--- src/rtl/mem_stage_ctrl.sv ---
// Memory-stage sequencer: issues at most one data-memory access per instruction and retires it with a writeback strobe.
// Optional MEM_TIMEOUT_EN aborts an unacknowledged access after TIMEOUT_CYCLES cycles in MEM.
module mem_stage_ctrl #(
  parameter int DATA_WIDTH     = 32,
  parameter int ADDR_WIDTH     = 32,
  parameter int REG_ADDR_WIDTH = 5
`ifdef MEM_TIMEOUT_EN
  ,
  parameter int TIMEOUT_CYCLES = 64
`endif
) (
  input  logic                      clk,
  input  logic                      rst,
  input  logic                      in_valid,
  output logic                      in_ready,
  input  logic                      reg_write,
  input  logic                      mem_read,
  input  logic                      mem_to_reg,
  input  logic                      mem_write,
  input  logic [DATA_WIDTH-1:0]     alu_result,
  input  logic [DATA_WIDTH-1:0]     store_data,
  input  logic [REG_ADDR_WIDTH-1:0] rd,
  output logic                      mem_req,
  output logic                      mem_we,
  output logic [ADDR_WIDTH-1:0]     mem_addr,
  output logic [DATA_WIDTH-1:0]     mem_wdata,
  input  logic                      mem_ack,
  input  logic [DATA_WIDTH-1:0]     mem_rdata,
  output logic                      wb_valid,
  output logic                      wb_reg_write,
  output logic [REG_ADDR_WIDTH-1:0] wb_rd,
  output logic [DATA_WIDTH-1:0]     wb_data,
  output logic                      wb_error,
  output logic [1:0]                dbg_state
);

  // Handshake: a bundle transfers on a rising edge where in_valid and in_ready
  // are both 1; in_ready is registered and only high in IDLE, so the upstream
  // stage may change inputs freely in any cycle where in_ready is 0.
  typedef enum logic [1:0] {
    S_IDLE = 2'd0,
    S_MEM  = 2'd1,
    S_WB   = 2'd2
  } state_t;

  state_t                    r_state;
  logic                      r_in_ready;
  logic                      r_mem_req;
  logic                      r_mem_we;
  logic [ADDR_WIDTH-1:0]     r_mem_addr;
  logic [DATA_WIDTH-1:0]     r_mem_wdata;
  logic [DATA_WIDTH-1:0]     r_alu;
  logic [REG_ADDR_WIDTH-1:0] r_rd;
  logic                      r_reg_write;
  logic                      r_use_rdata;
  logic                      r_wb_valid;
  logic                      r_wb_reg_write;
  logic [REG_ADDR_WIDTH-1:0] r_wb_rd;
  logic [DATA_WIDTH-1:0]     r_wb_data;
  logic                      r_wb_error;

  logic w_accept;
  logic w_mem_op;
  logic w_rd_write;
  logic w_use_rdata;
  logic w_timeout;

  assign w_accept    = in_valid & r_in_ready;
  assign w_mem_op    = mem_read | mem_write;
  // A store (including read+write) never writes rd, and x0 is never written.
  assign w_rd_write  = reg_write & ~mem_write & (rd != '0);
  assign w_use_rdata = mem_read & ~mem_write & mem_to_reg;

`ifdef MEM_TIMEOUT_EN
  localparam int CNT_W = (TIMEOUT_CYCLES > 1) ? $clog2(TIMEOUT_CYCLES) : 1;
  logic [CNT_W-1:0] r_cnt;

  assign w_timeout = (r_state == S_MEM) && (r_cnt == CNT_W'(TIMEOUT_CYCLES - 1));

  always_ff @(posedge clk or posedge rst) begin
    if (rst) begin
      r_cnt <= '0;
    end else if (r_state != S_MEM) begin
      r_cnt <= '0;
    end else if (!mem_ack && !w_timeout) begin
      r_cnt <= r_cnt + CNT_W'(1);
    end
  end
`else
  assign w_timeout = 1'b0;
`endif

  always_ff @(posedge clk or posedge rst) begin
    if (rst) begin
      r_state        <= S_IDLE;
      r_in_ready     <= 1'b1;
      r_mem_req      <= 1'b0;
      r_mem_we       <= 1'b0;
      r_mem_addr     <= '0;
      r_mem_wdata    <= '0;
      r_alu          <= '0;
      r_rd           <= '0;
      r_reg_write    <= 1'b0;
      r_use_rdata    <= 1'b0;
      r_wb_valid     <= 1'b0;
      r_wb_reg_write <= 1'b0;
      r_wb_rd        <= '0;
      r_wb_data      <= '0;
      r_wb_error     <= 1'b0;
    end else begin
      case (r_state)
        S_IDLE: begin
          if (w_accept) begin
            r_in_ready  <= 1'b0;
            r_alu       <= alu_result;
            r_rd        <= rd;
            r_reg_write <= w_rd_write;
            r_use_rdata <= w_use_rdata;
            if (w_mem_op) begin
              r_state     <= S_MEM;
              r_mem_req   <= 1'b1;
              r_mem_we    <= mem_write;
              r_mem_addr  <= alu_result[ADDR_WIDTH-1:0];
              r_mem_wdata <= store_data;
            end else begin
              r_state        <= S_WB;
              r_wb_valid     <= 1'b1;
              r_wb_reg_write <= w_rd_write;
              r_wb_rd        <= rd;
              r_wb_data      <= alu_result;
              r_wb_error     <= 1'b0;
            end
          end
        end
        S_MEM: begin
          // An ack arriving on the last allowed cycle takes priority over abort.
          if (mem_ack) begin
            r_state        <= S_WB;
            r_mem_req      <= 1'b0;
            r_wb_valid     <= 1'b1;
            r_wb_reg_write <= r_reg_write;
            r_wb_rd        <= r_rd;
            r_wb_data      <= r_use_rdata ? mem_rdata : r_alu;
            r_wb_error     <= 1'b0;
          end else if (w_timeout) begin
            r_state        <= S_WB;
            r_mem_req      <= 1'b0;
            r_wb_valid     <= 1'b1;
            r_wb_reg_write <= 1'b0;
            r_wb_rd        <= r_rd;
            r_wb_data      <= r_alu;
            r_wb_error     <= 1'b1;
          end
        end
        S_WB: begin
          r_state    <= S_IDLE;
          r_wb_valid <= 1'b0;
          r_in_ready <= 1'b1;
        end
        default: begin
          r_state    <= S_IDLE;
          r_mem_req  <= 1'b0;
          r_wb_valid <= 1'b0;
          r_in_ready <= 1'b1;
        end
      endcase
    end
  end

  assign in_ready     = r_in_ready;
  assign mem_req      = r_mem_req;
  assign mem_we       = r_mem_we;
  assign mem_addr     = r_mem_addr;
  assign mem_wdata    = r_mem_wdata;
  assign wb_valid     = r_wb_valid;
  assign wb_reg_write = r_wb_reg_write;
  assign wb_rd        = r_wb_rd;
  assign wb_data      = r_wb_data;
  assign wb_error     = r_wb_error;
  assign dbg_state    = r_state;

endmodule

--- config.mk ---
export PLATFORM = sky130hd
export DESIGN_NAME = mem_stage_ctrl
export DESIGN_NICKNAME = d
export VERILOG_FILES = /design/src/rtl/mem_stage_ctrl.sv
export SDC_FILE = /design/constraint.sdc
export NUM_CORES = 1
export LEC_CHECK = 0
export ABC_CLOCK_PERIOD_IN_PS = 7300
export CORE_MARGIN = 2
export CORE_UTILIZATION = 46
export DETAILED_ROUTE_END_ITERATION = 7
export PLACE_DENSITY = 0.81
export SETUP_SLACK_MARGIN = 0.5
export SYNTH_ARGS = -nofsm -noshare
export SYNTH_HDL_FRONTEND = slang
export SYNTH_SLANG_ARGS = --single-unit
--- constraint.sdc ---
create_clock -name clk -period 7.3 [get_ports clk]
set_input_delay 1.825 -clock clk [delete_from_list [all_inputs] [get_ports clk]]
set_output_delay 1.825 -clock clk [all_outputs]
set_load 0.01 [all_outputs]
==> results of run 1 <==
-- cells in the final DEF, fill, tap and decap left out --
cell / Yosys / final
mux2_4: 49 / 49
o31ai_1: 2 / 2
o221ai_4: 0 / 1
clkbuf_8: 0 / 2
mux2i_1: 37 / 37
nand2_8: 1 / 1
o21ai_0: 14 / 14
a21oi_1: 32 / 32
inv_1: 4 / 3
conb_1: 1 / 1
a22o_1: 1 / 1
mux2_2: 15 / 15
nor2_2: 1 / 1
dfrtp_2: 0 / 1
o22ai_1: 1 / 1
bufinv_16: 0 / 1
clkbuf_16: 0 / 17
a21o_1: 1 / 1
nand3b_1: 1 / 1
clkinv_2: 0 / 6
nand2_1: 154 / 154
nor2_1: 34 / 34
clkdlybuf4s50_1: 0 / 216
nand2b_2: 0 / 1
inv_6: 0 / 1
nor2_8: 1 / 1
buf_4: 4 / 4
clkbuf_1: 12 / 3
and2_1: 3 / 2
nand2b_1: 2 / 1
dfstp_2: 1 / 1
or4_1: 1 / 1
and3b_4: 1 / 1
dfrtp_1: 146 / 145
and2_2: 0 / 1
o21ai_1: 27 / 27
a211oi_1: 1 / 1
-- cells in the mapped netlist --
cell type and count:
nand2_8 1, mux2i_1 37, nand2_1 154, nand2b_1 2
or4_1 1, a22o_1 1, nand3b_1 1, mux2_2 15
nor2_1 34, clkbuf_1 12, o21ai_0 14, buf_12 6
inv_1 4, and3b_4 1, o22ai_1 1, mux2_4 49
buf_2 10, a211oi_1 1, a21oi_1 32, o221ai_2 1
dfrtp_1 146, o21ai_1 27, nor2_8 1, clkbuf_2 1
dfstp_2 1, buf_4 4, a21o_1 1, and2_1 3
nor2_2 1, buf_6 3, o31ai_1 2, conb_1 1
-- layer usage --
layer | track usage | up-vias | part of all wire
met5 | 0 | - | 0
li1 | - | 2292 | -
met4 | 0.0690 | 0 | 0.013
met3 | 0.0692 | 18 | 0.086
met2 | 0.379 | 185 | 0.49
met1 | 0.279 | 2380 | 0.41
-- sequential cells by signal (all words and copies together) (netlist names) --
name,cells
in_ready,1
mem_we,1
mem_addr,32
r_rd,5
dbg_state,2
r_use_rdata,1
wb_valid,1
wb_reg_write,1
mem_req,1
r_reg_write,1
wb_rd,5
r_alu,32
mem_wdata,32
wb_data,32
-- kinds of logic (layout without fill, tap and decap cells) --
group                  count (synthesis)  count (layout)
buffers and inverters                 40             253
AO/OA/AOI/OAI                         80              80
other                                  1               1
flip-flops                           147             147
multiplexers                         101             101
AND/OR/NAND/NOR                      199             199
-- report_power, final --
group | leakage [nW] | internal, mW | switching [mW]
registers | 1.84 | 1.20 | 0.263
logic | 2.00 | 0.845 | 0.468
clock network | 0.265 | 0.477 | 0.315
-- final timing paths --
check                                      to  cells after the start
worst max-delay path            mem_wdata[21]                      6
worst min-delay path                 r_alu[1]                      2
worst max register to register  mem_wdata[21]                      5
worst min register to register       r_alu[1]                      2
max in group asynchronous         r_use_rdata                      3
min in group asynchronous         wb_data[26]                      2
-- critical path, cell delays in order --
cell and delay, ps:
clkdlybuf4s50_1 490, and3b_4 270, nand2_8 210, nor2_8 800
buf_4 510, mux2_4 340
-- final cells by class --
class                   instances  area, µm²  share of cell area
flip-flops and latches        147       3680               0.401
multi-input cells             381       2530               0.276
repair buffers                220       2190               0.239
clock buffers                  22        464              0.0506
well taps                     180        225              0.0246
clock inverters                 7       60.1             0.00655
inverters                       4       20.0             0.00218
-- per-stage QoR --
stage	instance area, µm²	cells
after floorplan	6490	568
after global placement	8650	932
after detailed placement	8650	932
after CTS	9170	961
after global routing	9170	961
final	9170	961
==> flow_summary.ini, run 1 <==
[floorplan]
boundaryPins = 218
die_w_um = 123
start_util = 0.470
fp.coreArea_um2 = 13800
die_h_um = 123
dieArea_um2 = 15100
rows = 43

[logic_synthesis]
yosys_warnings = 0
synth_cells = 568
synthMuxAreaShare = 0.196
synth_compound_area_frac = 0.0655
synth.area.top_cells = dfrtp_1, mux2_4, nand2_1
ys_types = 32
avgSynthCellArea_um2 = 11.4
synthSimpleGateAreaFrac = 0.125
ys_seq_elements = 147
synth_nets = 677
synthAdderAreaFrac = 0
synth_top_family_by_area = multiplexers
syn_area_um2 = 6490
synthXorXnorAreaFrac = 0
netlist.area_leader.share = 0.563
seq_area_frac_synth = 0.567
yosysTopAreaCell = dfrtp_1

[global_routing]
grt_pass1_wl_um = 25900
grt_max_degree = 87
grtUsageTotal = 0.225
grt-ovfl-total = 0
grt_pass1_vias = 5045
antenna_found_initial = 0

[sta]
relSlewSlack = 0.301
finClkSkew_ps = 8.46
slew_violations = 0
hold_viol = 0
setup_viol = 0
fin_tns_setup_ps = 0
fin_crit_ps = 4190
rsz0062_at_grt = false
fmax_mhz = 239
setup_slack_ps = 3110
max_slew.worst_pin.slew_ps = 1050
finalCritPeriodShare = 0.573
holdWs_ps = 472

[job]
maxCapViolCount = 0

[placed_design]
io_buffers = 216
gp_congestion = 0.787
dp_hpwl_um = 11300
place_ws_ps = 2660

[run_status]
status = finished, final reports clean

[routing]
drt-initial-drc-count = 300
routed_via_density = 5.07
drc = 0
drt-total-wl_um = 16600
wl_per_cell_um = 17.3
ant_nets = 0
vias = 4875
dr.pass1.iters = 5

[final_layout]
post-route-util = 0.663
diodes = 0
layout-drive-gt1-share = 0.133
nFillCells = 1034
fin_nets = 880
area_growth_pct = 41.3

[clock_tree]
postCtsSetupBuffers = 0
cts.path.max_buffers = 2
clk_pin_slew_ps = 60
cts_root_buf = clkbuf_16
clkLatencyLatePin_ps = 410
cts_buffers = 17
cts_resized = 0
htreeDepth = 4
hold_buffers = 0
cts_tree = built
clock-sinks = 147

[worst_setup_path]
path_max_fanout = 44
startpoint_type = input port
critical_path_arrival_ps = 4480
startpoint = in_valid
critPathKind = in -> reg
r2r_start = dbg_state[0]
required_ps = 7600
r2r_slack_ps = 4340
endpoint_kind = register

[pwr]
power_mw = 3.56
power_leakage_nw = 4.10
cellPowerDensity_nw_per_um2 = 389
vdd_drop_max_uv = 210

[worst_hold_path]
hold_start = r_alu[1]
hp-class = reg -> reg
Note: power is estimated with default switching activity, not from simulation.
==> run 2, diff against run 1 <==
--- a/config.mk
+++ b/config.mk
@@ -5,7 +5,7 @@
 export SDC_FILE = /design/constraint.sdc
 export NUM_CORES = 1
 export LEC_CHECK = 0
-export ABC_CLOCK_PERIOD_IN_PS = 7300
+export ABC_CLOCK_PERIOD_IN_PS = 4380
 export CORE_MARGIN = 2
 export CORE_UTILIZATION = 46
 export DETAILED_ROUTE_END_ITERATION = 7
==> constraint.sdc (replaced) <==
create_clock -name clk -period 4.38 [get_ports clk]
set_input_delay 1.095 -clock clk [delete_from_list [all_inputs] [get_ports clk]]
set_output_delay 1.095 -clock clk [all_outputs]
set_load 0.01 [all_outputs]
==> run 2 against run 1 <==
Against the previous run:
- worst setup slack lost 1700 ps
- flip-flop and latch count is the same
- clock power grew 92%
- via count grew 2.0%
- core utilization grew 1.1 points
- die area is the same
- critical path type unchanged
- critical endpoint is now mem_addr[21]
- largest cell class unchanged
==> flow_summary.ini, run 2 (synthesis results as in run 1) <==
[final_layout]
final_cells = 967
diodes = 0
area_growth_pct = 43.7
seq_area_um2 = 3680
post-route-util = 0.675
design_area_um2 = 9330
layout-drive-gt1-share = 0.142
nFillCells = 997
layout_common_cells = clkdlybuf4s50_1, nand2_1, dfrtp_1, mux2_4, mux2i_1
multi_input_area_um2 = 2530
layout_commonest_cell = clkdlybuf4s50_1
fin_nets = 883

[worst_setup_path]
endpoint_kind = register
required_ps = 4680
critical_path.endpoint = mem_addr[21]
path_max_fanout = 48
r2r_slack_ps = 1920
critical_path_arrival_ps = 3310
startpoint = in_valid
reg2regPathDepth = 5
r2r-end = mem_addr[21]
startpoint_type = input port
r2r_start = dbg_state[0]
critPathKind = in -> reg

[routing]
drt-total-wl_um = 17300
routed_via_density = 5.14
drt-initial-drc-count = 288
drc = 0
ant_nets = 0
dr.pass1.iters = 4
wl_per_cell_um = 17.9
vias = 4973

[sta]
fin_tns_setup_ps = 0
fmax_mhz = 333
relSlewSlack = 0.300
fin_crit_ps = 3010
rsz0062_at_grt = false
slew_violations = 0
hold_viol = 0
setup_slack_ps = 1370
setup_viol = 0
finalCritPeriodShare = 0.686
max_slew.worst_pin.slew_ps = 1050
finClkSkew_ps = 6.68

[placed_design]
place_ws_ps = 947
io_buffers = 216
post_dp_cell_area_um2 = 8710
dp_cells = 935
gp_congestion = 0.798
dp_hpwl_um = 11800

[global_routing]
grt_pass1_wl_um = 26900
grtUsageTotal = 0.233
grt-ovfl-total = 0
grt_pass1_vias = 5214
grt_max_degree = 71
antenna_found_initial = 0

[clock_tree]
htreeDepth = 4
cts.path.max_buffers = 2
cts_resized = 0
cts_tree = built
clk_pin_slew_ps = 60
hold_buffers = 0
postCtsSetupBuffers = 0
cts_root_buf = clkbuf_16
clkLatencyLatePin_ps = 420
clock-sinks = 147
cts_buffers = 17

[floorplan]
start_util = 0.470
rows = 43
fp.coreArea_um2 = 13800
die_h_um = 123
die_w_um = 123
dieArea_um2 = 15100
boundaryPins = 218

[job]
maxCapViolCount = 0

[pwr]
power_leakage_nw = 4.17
vdd_drop_max_uv = 327
cellPowerDensity_nw_per_um2 = 660

[worst_hold_path]
hp-class = reg -> reg

[run_status]
status = finished, final reports clean
run 2: changes by cell type in the layout (fill, tap and decap cells not counted):
cell        before  now
clkbuf_8         2    5
clkinv_2         6    4
inv_6            1    0
bufinv_16        1    3
clkinvlp_4       0    3
buf_12           0    3
clkbuf_1         3    1
run 2: power by group:
group          switching, mW  internal (mW)  total, mW
Clock                  0.553          0.968       1.52
Sequential             0.430           2.00       2.43
Combinational          0.798           1.41       2.21
run 2: layer usage:
layer / vias to the layer above / track usage / part of all wire
met4: 0 / 0.0862 / 0.018
li1: 2301 / - / -
met2: 199 / 0.390 / 0.49
met3: 27 / 0.0771 / 0.084
met5: - / 0 / 0
met1: 2446 / 0.280 / 0.41
run 2: worst min path at each step:
| stage | slack [ps] | from | to | depth (start not counted) |
|---|---|---|---|---|
| 2_1_floorplan | 440 | r_reg_write | r_reg_write | 2 |
| 4_1_cts | 470 | r_reg_write | r_reg_write | 2 |
| 6_report | 470 | r_reg_write | r_reg_write | 2 |
| 3_3_place_gp | 460 | r_alu[22] | r_alu[22] | 2 |
| 3_5_place_dp | 460 | r_reg_write | r_reg_write | 2 |
| 5_1_grt | 500 | r_alu[26] | r_alu[26] | 2 |
run 2: layout make-up:
| cell class | instances | share of cell area |
|---|---|---|
| well taps | 180 | 0.0241 |
| multi-input cells | 381 | 0.271 |
| clock inverters | 9 | 0.0134 |
| inverters | 4 | 0.00201 |
| clock buffers | 23 | 0.0534 |
| repair buffers | 223 | 0.241 |
| flip-flops and latches | 147 | 0.395 |
run 2: stage by stage:
step	hold slack, ps	power, mW
final	468	6.16
after global routing	499	6.50
after CTS	474	6.21
after detailed placement	462	4.65
after global placement	459	4.55
after floorplan	443	3.36
run 2: worst max-delay path, cell delays in order:
cell and delay (ps):
clkdlybuf4s50_1 500, and3b_4 280, nand2_8 220, nor2_8 410, buf_12 370, mux2_2 380
==> RTL edit 1, RTL diff (settings of run 2) <==
Register the output `dbg_state` once more; this adds one clock of latency there. The other outputs are not delayed to match.
--- a/src/rtl/mem_stage_ctrl.sv
+++ b/src/rtl/mem_stage_ctrl.sv
@@ -178,5 +178,7 @@
   assign wb_data      = r_wb_data;
   assign wb_error     = r_wb_error;
-  assign dbg_state    = r_state;
+  always_ff @(posedge clk) begin
+    dbg_state <= r_state;
+  end
 
 endmodule
Function: changed (a bounded check fails within 4 cycles, from zero or initial values and one cycle with rst high).
==> RTL edit 1 against run 2 <==
  * Worst setup slack improved by 0.061 ns
  * Sequential cell count rose by 2
  * Routed wire length decreased by 3.9%
  * Power fell by 1.3%
  * Final area fell by 0.15%
  * Clock power fell by 7%
  * Via count down 1.5%
  * Synthesized area up 0.62%
==> RTL edit 1: results <==
[timing]
slew_viol_final = 0
tightest_slew_ns = 1.064
clock-skew-final_ns = 0.008231
final.setup.tns_ns = 0

[pwr]
peakVddDrop_mv = 0.3159
p_leak_nw = 4.148

[yosys]
yosys-top-cells-area = dfrtp_1, mux2_4, nand2_1, mux2i_1, mux2_2
ys_async_sr_fraction_pct = 98.66
synth_cell_type_count = 33
synth.yosys.seq_area_share_pct = 56.93
syn_nets = 679

[drt]
drt_iter0_drc = 350
drt-total-wl_mm = 16.60
via_count = 4898

[global_routing]
grt_pass1_vias = 5103
grt_use_total_pct = 22.85
grt_max_degree = 75
grt_first_pass_wirelength_mm = 26.43

[clock_network]
cts_setup_buffers = 0
cts_root_buffer = clkbuf_16
cts-buffers-inserted = 17

[worst_setup_path]
cpPeakStageDelay_ns = 0.48
slowest_stage = clkdlybuf4s50_1
cp_max_fo = 43
cp.arrival_ns = 3.25

[outcome]
run_status = complete, no violations

[place]
dp_hpwl_mm = 11.15
gp_congestion = 0.8146

[final_layout]
drive_gt1_share_pct = 13.85
fin_nets = 884
-- RTL edit 1: changes by cell type in the layout (fill, tap and decap cells not counted), sizes merged --
cell and change:
bufinv -1, clkbuf -1, clkinvlp +1, dfxtp +2, buf -1
-- RTL edit 1: path summary, 6_finish.rpt --
path / end / start / slack (ns) / cells past startpoint
setup / recovery: mem_addr[20]$_DFFE_PP0P_ / in_valid / 1.44 / 6
hold / removal: dbg_state[1]$_DFF_P_ / r_state[1]$_DFFE_PP0P_ / 0.43 / 0
setup reg to reg: mem_addr[20]$_DFFE_PP0P_ / r_state[0]$_DFFE_PP0P_ / 1.99 / 5
hold reg to reg: dbg_state[1]$_DFF_P_ / r_state[1]$_DFFE_PP0P_ / 0.43 / 0
max in group asynchronous: in_ready$_DFFE_PP1P_ / rst / 2.77 / 3
min in group asynchronous: mem_addr[28]$_DFFE_PP0P_ / rst / 0.96 / 2
-- RTL edit 1: logic make-up (layout without fill, tap and decap cells) --
group | Yosys count | after routing | synth area share, %
mux | 101 | 101 | 19.51
flops | 149 | 149 | 56.93
buf+inv | 40 | 257 | 4.577
compound gates | 80 | 80 | 6.511
other cells | 1 | 1 | 0.05739
simple gates | 199 | 199 | 12.41
-- RTL edit 1: metal layers --
metal	vias to the layer above	share of wire, %	wire, um	GRT usage (%)
met5	-	0	0	0
li1	2307	-	-	-
met4	0	0.81	134	6.250
met3	13	8.0	1325	7.749
met2	186	49	8211	38.12
met1	2392	42	6930	28.39
-- RTL edit 1: layout make-up --
type,count,area [um^2]
Clock buffer,22,474.2
Clock inverter,9,102.6
Fill cell,1025,4564
Inverter,4,18.77
Multi-Input combinational cell,381,2530
Sequential cell,149,3721
Tap cell,180,225.2
Timing Repair Buffer,222,2245
-- RTL edit 1: through the flow --
step	cell area (um^2)	std cells	util, %	hold slack [ns]	setup slack, ns
detailed placement	8740	936	62.96	0.4351	0.9646
global route	9316	967	67.12	0.4675	1.241
floorplan	6538	570	-	0.3951	1.439
finish	9316	967	67.12	0.4333	1.436
CTS	9316	967	67.12	0.4398	1.432
global placement	8740	936	62.96	0.4321	1.044
-- RTL edit 1: power by group --
part	switching, mW	total, mW	leakage [nW]	internal, mW
sequential	0.441	2.45	1.86	2.01
combinational	0.788	2.20	2.01	1.41
clock	0.543	1.42	0.278	0.876
==> RTL edit 2, RTL diff (flow settings as in run 2) <==
Without the edit above. The parameter `DATA_WIDTH` goes from 32 to 48.
--- a/src/rtl/mem_stage_ctrl.sv
+++ b/src/rtl/mem_stage_ctrl.sv
@@ -2,5 +2,5 @@
 // Optional MEM_TIMEOUT_EN aborts an unacknowledged access after TIMEOUT_CYCLES cycles in MEM.
 module mem_stage_ctrl #(
-  parameter int DATA_WIDTH     = 32,
+  parameter int DATA_WIDTH     = 48,
   parameter int ADDR_WIDTH     = 32,
   parameter int REG_ADDR_WIDTH = 5
Ports: changed (5 resized); port bits go from 218 to 298. The function was not compared with the original's and may differ.
==> RTL edit 2 against run 2 <==
  * Largest cell class unchanged
  * Worst setup slack better by 0.13 ns
  * Sequential cell count is 48 higher
  * Power is 20% higher
  * Final area is 29% higher
  * Largest power group unchanged
  * Global-route usage hardly changed
  * Synthesized area is 27% higher
  * Maximum frequency is 4.4% higher
  * Routed wire length is 27% higher
==> RTL edit 2: results <==
[outcome]
run_status = complete, no violations

[final_layout]
clkCellAreaFrac_pct = 4.704
multiInputGateArea_um2 = 3123
seq_share_pct = 40.70
buffer_area_share_pct = 26.06
fin_nets = 1211
postLayoutCellArea_um2 = 12000
drive_gt1_share_pct = 10.78
fill_cells = 1336
multi_input_cells = 525

[drt]
top_layer_used = met4
wire_per_inst_um = 16.96
drt_iter0_drc = 241
met2WireLength_mm = 10.62
met1Wirelength_mm = 9.010
met3WireLength_mm = 1.905
via_count = 6566
vias_per_cell = 5.082

[global_routing]
grt_first_pass_wirelength_mm = 34.09
grt_max_degree = 106
grt_use_met2_pct = 38.67
grtUsageMet1_pct = 28.68
grt_use_total_pct = 23.31
use_met3_pct = 8.553

[place]
dp_hpwl_mm = 15.36
placed_cells = 1260
gp_congestion = 0.7549
dp_slack_ns = 1.044

[worst_setup_path]
cp_max_fo = 18
cp.arrival_ns = 3.19

[clock_network]
clock_sinks = 195
cts_tree = yes

[yosys]
ys_top_cells_by_count = nand2_1, dfrtp_1, mux2_2
syn_nets = 931
synth_cells = 774
synth.yosys.seq_area_share_pct = 59.15
yosys-top-cells-area = dfrtp_1, nand2_1, mux2_2, mux2i_1, o21ai_0

[pwr]
p_leak_nw = 5.300
peakVddDrop_mv = 0.3684

[timing]
clock-skew-final_ns = 0.008374
slew_headroom_pct = 23.28

[floorplanning]
die_x_um = 137.9
## RTL edit 2: logic make-up after synthesis
family	count (synthesis)	synth area share, %
AO/OA/AOI/OAI	112	7.096
buffers and inverters	54	3.275
flip-flops	195	59.15
multiplexers	133	17.35
other	1	0.04545
AND/OR/NAND/NOR	279	13.09
## RTL edit 2: metrics by stage
step / utilization, % / hold slack (ns)
6_report: 68.87 / 0.4724
3_3_place_gp: 65.63 / 0.4562
4_1_cts: 68.87 / 0.4773
2_1_floorplan: - / 0.4432
3_5_place_dp: 65.63 / 0.4616
5_1_grt: 68.87 / 0.4996
## RTL edit 2: path summary, 6_finish.rpt
| kind | start | end | slack [ns] | cells past startpoint |
|---|---|---|---|---|
| worst max register to register | dbg_state[0]$_DFFE_PP0P_ | mem_wdata[5]$_DFFE_PP0P_ | 2.09 | 5 |
| min in group asynchronous | rst | r_alu[44]$_DFFE_PP0P_ | 1.18 | 2 |
| max in group asynchronous | rst | mem_wdata[11]$_DFFE_PP0P_ | 2.29 | 3 |
| worst max-delay path | in_valid | mem_wdata[5]$_DFFE_PP0P_ | 1.50 | 6 |
| worst min-delay path | r_alu[8]$_DFFE_PP0P_ | r_alu[8]$_DFFE_PP0P_ | 0.47 | 2 |
| worst min register to register | r_alu[8]$_DFFE_PP0P_ | r_alu[8]$_DFFE_PP0P_ | 0.47 | 2 |
## RTL edit 2: worst max-delay path, delay by kind of cell
family	cells	cell delay, ns
buf+inv	2	0.84
simple gates	3	0.86
mux	1	0.37
## RTL edit 2: power by group through the flow
stage               Clock, mW  Combinational [mW]  Sequential, mW
finish                   1.50                2.77            3.13
CTS                      1.53                2.81            3.13
detailed placement          0                2.79            3.15
global route             1.59                3.02            3.23
floorplan                   0               0.944            3.34
global placement            0                2.73            3.12
